`src/rtl/mem_arbiter.sv`:
```
// Two-requester memory arbiter: shares one memory port between instruction fetch and data
// accesses, alternating grants under contention and returning a single-cycle response pulse.
module mem_arbiter #(
    parameter int ADDR_W = 64,
    parameter int DATA_W = 64
) (
    input  logic                clk,
    input  logic                reset,
    input  logic                ireq_valid,
    input  logic [ADDR_W-1:0]   ireq_addr,
    output logic                iresp_ok,
    output logic [31:0]         iresp_data,
    input  logic                dreq_valid,
    input  logic                dreq_write,
    input  logic [ADDR_W-1:0]   dreq_addr,
    input  logic [2:0]          dreq_size,
    input  logic [DATA_W/8-1:0] dreq_strobe,
    input  logic [DATA_W-1:0]   dreq_wdata,
    output logic                dresp_ok,
    output logic [DATA_W-1:0]   dresp_data,
    output logic                mreq_valid,
    output logic                mreq_write,
    output logic [ADDR_W-1:0]   mreq_addr,
    output logic [2:0]          mreq_size,
    output logic [DATA_W/8-1:0] mreq_strobe,
    output logic [DATA_W-1:0]   mreq_wdata,
    input  logic                mresp_ready,
    input  logic [DATA_W-1:0]   mresp_data
);

    // state  | meaning
    // IDLE   | arbitrating, no memory request outstanding
    // BUSY_I | fetch request on memory port, waiting for mresp_ready
    // BUSY_D | data request on memory port, waiting for mresp_ready
    // RESP   | one-cycle response pulse to the granted requester
    typedef enum logic [1:0] {IDLE, BUSY_I, BUSY_D, RESP} state_t;

    state_t                r_state;
    state_t                w_next;
    logic                  r_last_grant_d;
    logic                  r_grant_d;
    logic                  r_write;
    logic [ADDR_W-1:0]     r_addr;
    logic [2:0]            r_size;
    logic [DATA_W/8-1:0]   r_strobe;
    logic [DATA_W-1:0]     r_wdata;
    logic [31:0]           r_iresp_data;
    logic [DATA_W-1:0]     r_dresp_data;
    logic                  w_grant;
    logic                  w_grant_d;
    logic                  w_capture;

    always_ff @(posedge clk or posedge reset) begin
        if (reset) r_state <= IDLE;
        else       r_state <= w_next;
    end

    always_comb begin
        w_grant   = (r_state == IDLE) && (ireq_valid || dreq_valid);
        // Under contention the side that did not win last time goes first.
        w_grant_d = dreq_valid && (!ireq_valid || !r_last_grant_d);
        w_capture = ((r_state == BUSY_I) || (r_state == BUSY_D)) && mresp_ready;
        w_next    = r_state;
        case (r_state)
            IDLE:           if (w_grant) w_next = w_grant_d ? BUSY_D : BUSY_I;
            BUSY_I, BUSY_D: if (mresp_ready) w_next = RESP;
            RESP:           w_next = IDLE;
            default:        w_next = IDLE;
        endcase
    end

    always_ff @(posedge clk or posedge reset) begin
        if (reset) begin
            r_last_grant_d <= 1'b0;
            r_grant_d      <= 1'b0;
            r_write        <= 1'b0;
            r_addr         <= '0;
            r_size         <= '0;
            r_strobe       <= '0;
            r_wdata        <= '0;
            r_iresp_data   <= '0;
            r_dresp_data   <= '0;
        end else begin
            if (w_grant) begin
                r_grant_d      <= w_grant_d;
                r_last_grant_d <= w_grant_d;
                r_write        <= w_grant_d ? dreq_write  : 1'b0;
                r_addr         <= w_grant_d ? dreq_addr   : ireq_addr;
                r_size         <= w_grant_d ? dreq_size   : 3'b010;
                r_strobe       <= w_grant_d ? dreq_strobe : '0;
                r_wdata        <= w_grant_d ? dreq_wdata  : '0;
            end
            // Only the granted side's data register moves; the other keeps its last value.
            if (w_capture) begin
                if (r_grant_d) r_dresp_data <= mresp_data;
                else           r_iresp_data <= r_addr[2] ? mresp_data[32 +: 32] : mresp_data[0 +: 32];
            end
        end
    end

    assign mreq_valid  = (r_state == BUSY_I) || (r_state == BUSY_D);
    assign mreq_write  = r_write;
    assign mreq_addr   = r_addr;
    assign mreq_size   = r_size;
    assign mreq_strobe = r_strobe;
    assign mreq_wdata  = r_wdata;
    assign iresp_ok    = (r_state == RESP) && !r_grant_d;
    assign dresp_ok    = (r_state == RESP) && r_grant_d;
    assign iresp_data  = r_iresp_data;
    assign dresp_data  = r_dresp_data;

endmodule
```
`config.mk`:
```
export PLATFORM = sky130hd
export DESIGN_NAME = mem_arbiter
export DESIGN_NICKNAME = d
export VERILOG_FILES = /design/src/rtl/mem_arbiter.sv
export SDC_FILE = /design/constraint.sdc
export NUM_CORES = 1
export LEC_CHECK = 0
export CORE_AREA = 2 2 202 204
export DETAILED_ROUTE_END_ITERATION = 12
export DIE_AREA = 0 0 204 206
export GPL_TIMING_DRIVEN = 0
export PLACE_DENSITY = 0.56
export SYNTH_ARGS = -nofsm -noshare
export SYNTH_HDL_FRONTEND = slang
export SYNTH_SLANG_ARGS = --single-unit
```
`constraint.sdc`:
```
create_clock -name clk -period 10.9 [get_ports clk]
set_input_delay 1.635 -clock clk [delete_from_list [all_inputs] [get_ports clk]]
set_output_delay 1.635 -clock clk [all_outputs]
set_load 0.005 [all_outputs]
```
==> metrics.md <==
| Metric | Value |
|---|---|
| Tightest slew margin relative to the limit | 0.623 |
| Max Slew Vio Count | 0 |
| TritonCTS clock tree | yes |
| Placeable core region | 40200 um^2 |
| Clock share of power | 0.205 |
| Distinct cell type count of the synthesized netlist | 24 |
| Die Width | 204 um |
| Avg Synthesized Cell Area | 11.7 um^2 |
| Post-Route Skew | 17.7 ps |
| Longest Clk Path Bufs | 3 |
| Non-filler instance count after layout | 1916 |
| First-pass DRT Iterations | 4 |
| Multi-input gate area | 3280 um^2 |
| Number of vias per cell after detailed routing | 4.45 |
| Boundary pin count | 512 |
| Clock buffers created by TritonCTS | 29 |
| Antenna Violating Nets Remaining | 0 |
| Sequential cell area | 5980 um^2 |
| Cell count after synthesis | 817 |
| Total routing resource utilization after global routing | 0.166 |
| Total placed cells including tap cells | 1862 |
| CTS Sinks | 239 |
| Slew at the pin closest to its max-slew limit | 562 ps |
| Largest driver fanout on the critical path | 6 |
| Critical path startpoint category | flip-flop |
| Synth-to-layout area growth | 70.8% |
| Cell at the root of the clock tree | sky130_fd_sc_hd__clkbuf_16 |
| Unrepaired setup endpoints after global routing | no |
| CTS-repair resized insts | 0 |
| Power Dens Cells | 282 nW/um^2 |
| Final worst path period need | 3600 ps |
| Leakage power figure | 7.01 nW |
| Area of the mapped netlist | 9570 um^2 |
| Count of fill cells added during filler insertion | 3964 |
| FP Rows | 74 |
| Net count after synthesis | 1093 |
| CTS Hold Buffers Added | 0 |
| Kind of critical path | flip-flop to primary output |
| Number of violations of the max-capacitance limit | 0 |
| Gr ovfl total | 0 |
| Synth Warn # | 0 |
| Req. time, crit path | 9270 ps |
| Wire length of the first global-routing pass | 53.9 mm |
| Main area contributors after synthesis | sky130_fd_sc_hd__dfrtp_1 (62%), sky130_fd_sc_hd__mux2_2 (7.1%), sky130_fd_sc_hd__a22o_1 (6.9%) |
| Count of input and output buffers | 511 |
| Number of antenna repair diodes | 0 |
| Via total after detailed routing | 8530 |
| Clock slew at the register clock pins of the worst setup and hold paths | 60 ps |
| Final Cycle Share | 0.331 |
| Maximum number of pins on one net before global-route repair | 93 |
| Cell type with the largest total area after synthesis | sky130_fd_sc_hd__dfrtp_1 |
| Setup fix buffers added after clock tree synthesis | 0 |
| Seq pwr share | 0.343 |
| Overall power | 4.62 mW |
| Comb pwr share | 0.452 |
| Worst min-delay path class | flip-flop to flip-flop |
| Arrival time reported for the critical path endpoint | 1970 ps |
| Status | complete, no violations |
| Kind of capture point of the worst setup path | primary output |
| Average wire per cell in the routed design | 19.2 um |
| Final setup violating endpoints | 0 |
| Worst Hold Margin | 484 ps |
| Power spent charging and discharging nets | 1.48 mW |
| Max frequency | 0.277 GHz |
| Violation count after the first detailed-routing iteration | 344 |
| Placer congestion estimate | 0.810 |
| Fraction of power spent switching nets | 0.321 |
| Vertical die dimension | 206 um |
| Worst ir drop on vdd | 0.000126 V |
| Yosys top cell area share | 0.625 |
| Number of DRC violations after detailed routing | 0 |
| Count of final hold-check violations | 0 |
| Starting density of the core | 0.238 |
| Proportion of layout cells with a drive suffix above 1 | 0.111 |
| Source-to-sink clock delay at the later pin of the worst-skew pair | 570 ps |
| Die Footprint | 42000 um^2 |
| Number of antenna violations at the first check in global routing | 1 |
| Via count of the first global-routing pass | 8781 |
| # H-tree levels | 1 |
| HPWL after detailed placement | 27.9 mm |
| Number of register bits inferred by synthesis | 239 |
| Internal Dissipation | 3.13 mW |
| Sequential area share after synthesis | 0.625 |
| Total length of routed wires | 36.7 mm |
| Finished Core Util | 0.407 |
| Nets@finish | 1637 |
[logic make-up (layout without fill, tap and decap cells)]
kind of cell | Yosys count | after routing | synth area share
multiplexers | 99 | 99 | 0.112
buffers and inverters | 63 | 630 | 0.0320
flip-flops | 239 | 239 | 0.625
AO/OA/AOI/OAI | 242 | 242 | 0.158
AND/OR/NAND/NOR | 171 | 171 | 0.0692
adder cells (fa/ha/maj) | 3 | 3 | 0.00392
[cells in the mapped netlist]
cell and count:
sky130_fd_sc_hd__a21bo_2 1, sky130_fd_sc_hd__a21boi_2 1, sky130_fd_sc_hd__a21oi_1 130, sky130_fd_sc_hd__a22o_1 75, sky130_fd_sc_hd__and2_1 2, sky130_fd_sc_hd__buf_1 3, sky130_fd_sc_hd__buf_2 35, sky130_fd_sc_hd__buf_4 7
sky130_fd_sc_hd__clkbuf_1 15, sky130_fd_sc_hd__dfrtp_1 239, sky130_fd_sc_hd__ha_1 3, sky130_fd_sc_hd__inv_1 3, sky130_fd_sc_hd__mux2_1 5, sky130_fd_sc_hd__mux2_2 60, sky130_fd_sc_hd__mux2i_1 34, sky130_fd_sc_hd__nand2_1 99
sky130_fd_sc_hd__nand3_2 1, sky130_fd_sc_hd__nand3b_1 1, sky130_fd_sc_hd__nor2_1 66, sky130_fd_sc_hd__nor2b_1 2, sky130_fd_sc_hd__o21a_1 1, sky130_fd_sc_hd__o21ai_0 32, sky130_fd_sc_hd__o21ai_1 1, sky130_fd_sc_hd__o22a_1 1
[power by group through the flow]
| stage | sequential [mW] | combinational [mW] | clock [mW] |
|---|---|---|---|
| 3_5_place_dp | 1.59 | 2.13 | 0 |
| 5_1_grt | 1.64 | 2.27 | 1.02 |
| 4_1_cts | 1.58 | 2.13 | 0.980 |
| 3_3_place_gp | 1.58 | 2.11 | 0 |
| 6_report | 1.58 | 2.09 | 0.948 |
| 2_1_floorplan | 1.60 | 0.791 | 0 |
[registers in the layout, indices dropped and copies added, names as in the netlist]
name         count
mreq_wdata      64
iresp_data      32
mreq_strobe      8
r_state          2
dresp_data      64
mreq_size        3
r_grant_d        1
mreq_addr       64
mreq_write       1
[through the flow]
| stage | area (um^2) | setup TNS [ps] | worst slack [ps] |
|---|---|---|---|
| floorplan | 9570 | 0 | 2710 |
| global placement | 15300 | -227540 | -985 |
| detailed placement | 15400 | 0 | 6990 |
| CTS | 16300 | 0 | 7250 |
| global route | 16300 | 0 | 7170 |
| finish | 16300 | 0 | 7300 |
[final cells by class]
class | count | area share
plain buffers | 60 | 0.0181
well taps | 532 | 0.0407
repair buffers | 513 | 0.316
clock buffers | 42 | 0.0504
multi-input cells | 515 | 0.201
flip-flops and latches | 239 | 0.366
clock inverters | 12 | 0.00658
inverters | 3 | 0.00115
[routing by layer]
metal | global-route usage | wire (um)
met5 | 0 | 16
met4 | 0.0380 | 715
met3 | 0.0560 | 3260
met2 | 0.283 | 17800
met1 | 0.204 | 14900
[cells in the final DEF (no fill, tap or decap)]
cell type / n
sky130_fd_sc_hd__clkdlybuf4s50_1: 511
sky130_fd_sc_hd__dfrtp_1: 239
sky130_fd_sc_hd__a21oi_1: 130
sky130_fd_sc_hd__nand2_1: 99
sky130_fd_sc_hd__a22o_1: 75
sky130_fd_sc_hd__nor2_1: 66
sky130_fd_sc_hd__mux2_2: 60
sky130_fd_sc_hd__buf_2: 35
sky130_fd_sc_hd__mux2i_1: 34
sky130_fd_sc_hd__o21ai_0: 32
sky130_fd_sc_hd__clkbuf_16: 29
sky130_fd_sc_hd__clkbuf_1: 23
sky130_fd_sc_hd__clkinv_2: 8
sky130_fd_sc_hd__buf_4: 7
sky130_fd_sc_hd__mux2_1: 5
sky130_fd_sc_hd__clkbuf_8: 5
sky130_fd_sc_hd__buf_1: 3
sky130_fd_sc_hd__ha_1: 3
sky130_fd_sc_hd__and2_1: 2
sky130_fd_sc_hd__inv_1: 2
sky130_fd_sc_hd__nor2b_1: 2
sky130_fd_sc_hd__clkinv_4: 2
sky130_fd_sc_hd__buf_16: 2
sky130_fd_sc_hd__nand3b_1: 1
sky130_fd_sc_hd__o21ai_1: 1
sky130_fd_sc_hd__a21boi_2: 1
sky130_fd_sc_hd__o21a_1: 1
sky130_fd_sc_hd__o22a_1: 1
sky130_fd_sc_hd__a21bo_2: 1
sky130_fd_sc_hd__inv_8: 1
sky130_fd_sc_hd__nand3_2: 1
sky130_fd_sc_hd__inv_16: 1
sky130_fd_sc_hd__bufinv_16: 1
[worst max-delay path, cell delays in order (launching register included)]
cell and delay (ps):
sky130_fd_sc_hd__dfrtp_1 370, sky130_fd_sc_hd__inv_1 70, sky130_fd_sc_hd__ha_1 390, sky130_fd_sc_hd__clkdlybuf4s50_1 570
[worst paths after layout]
check	from	endpoint	slack, ps	depth (start not counted)
min in group asynchronous	reset	dresp_data[48]	1520	2
worst min register to register	iresp_data[28]	iresp_data[28]	480	2
worst min-delay path	iresp_data[28]	iresp_data[28]	480	2
max in group asynchronous	reset	mreq_addr[51]	8480	3
worst max register to register	r_state[0]	mreq_addr[59]	8770	7
worst max-delay path	r_state[0]	mreq_valid	7300	3
(Power assumes the default switching activity.)
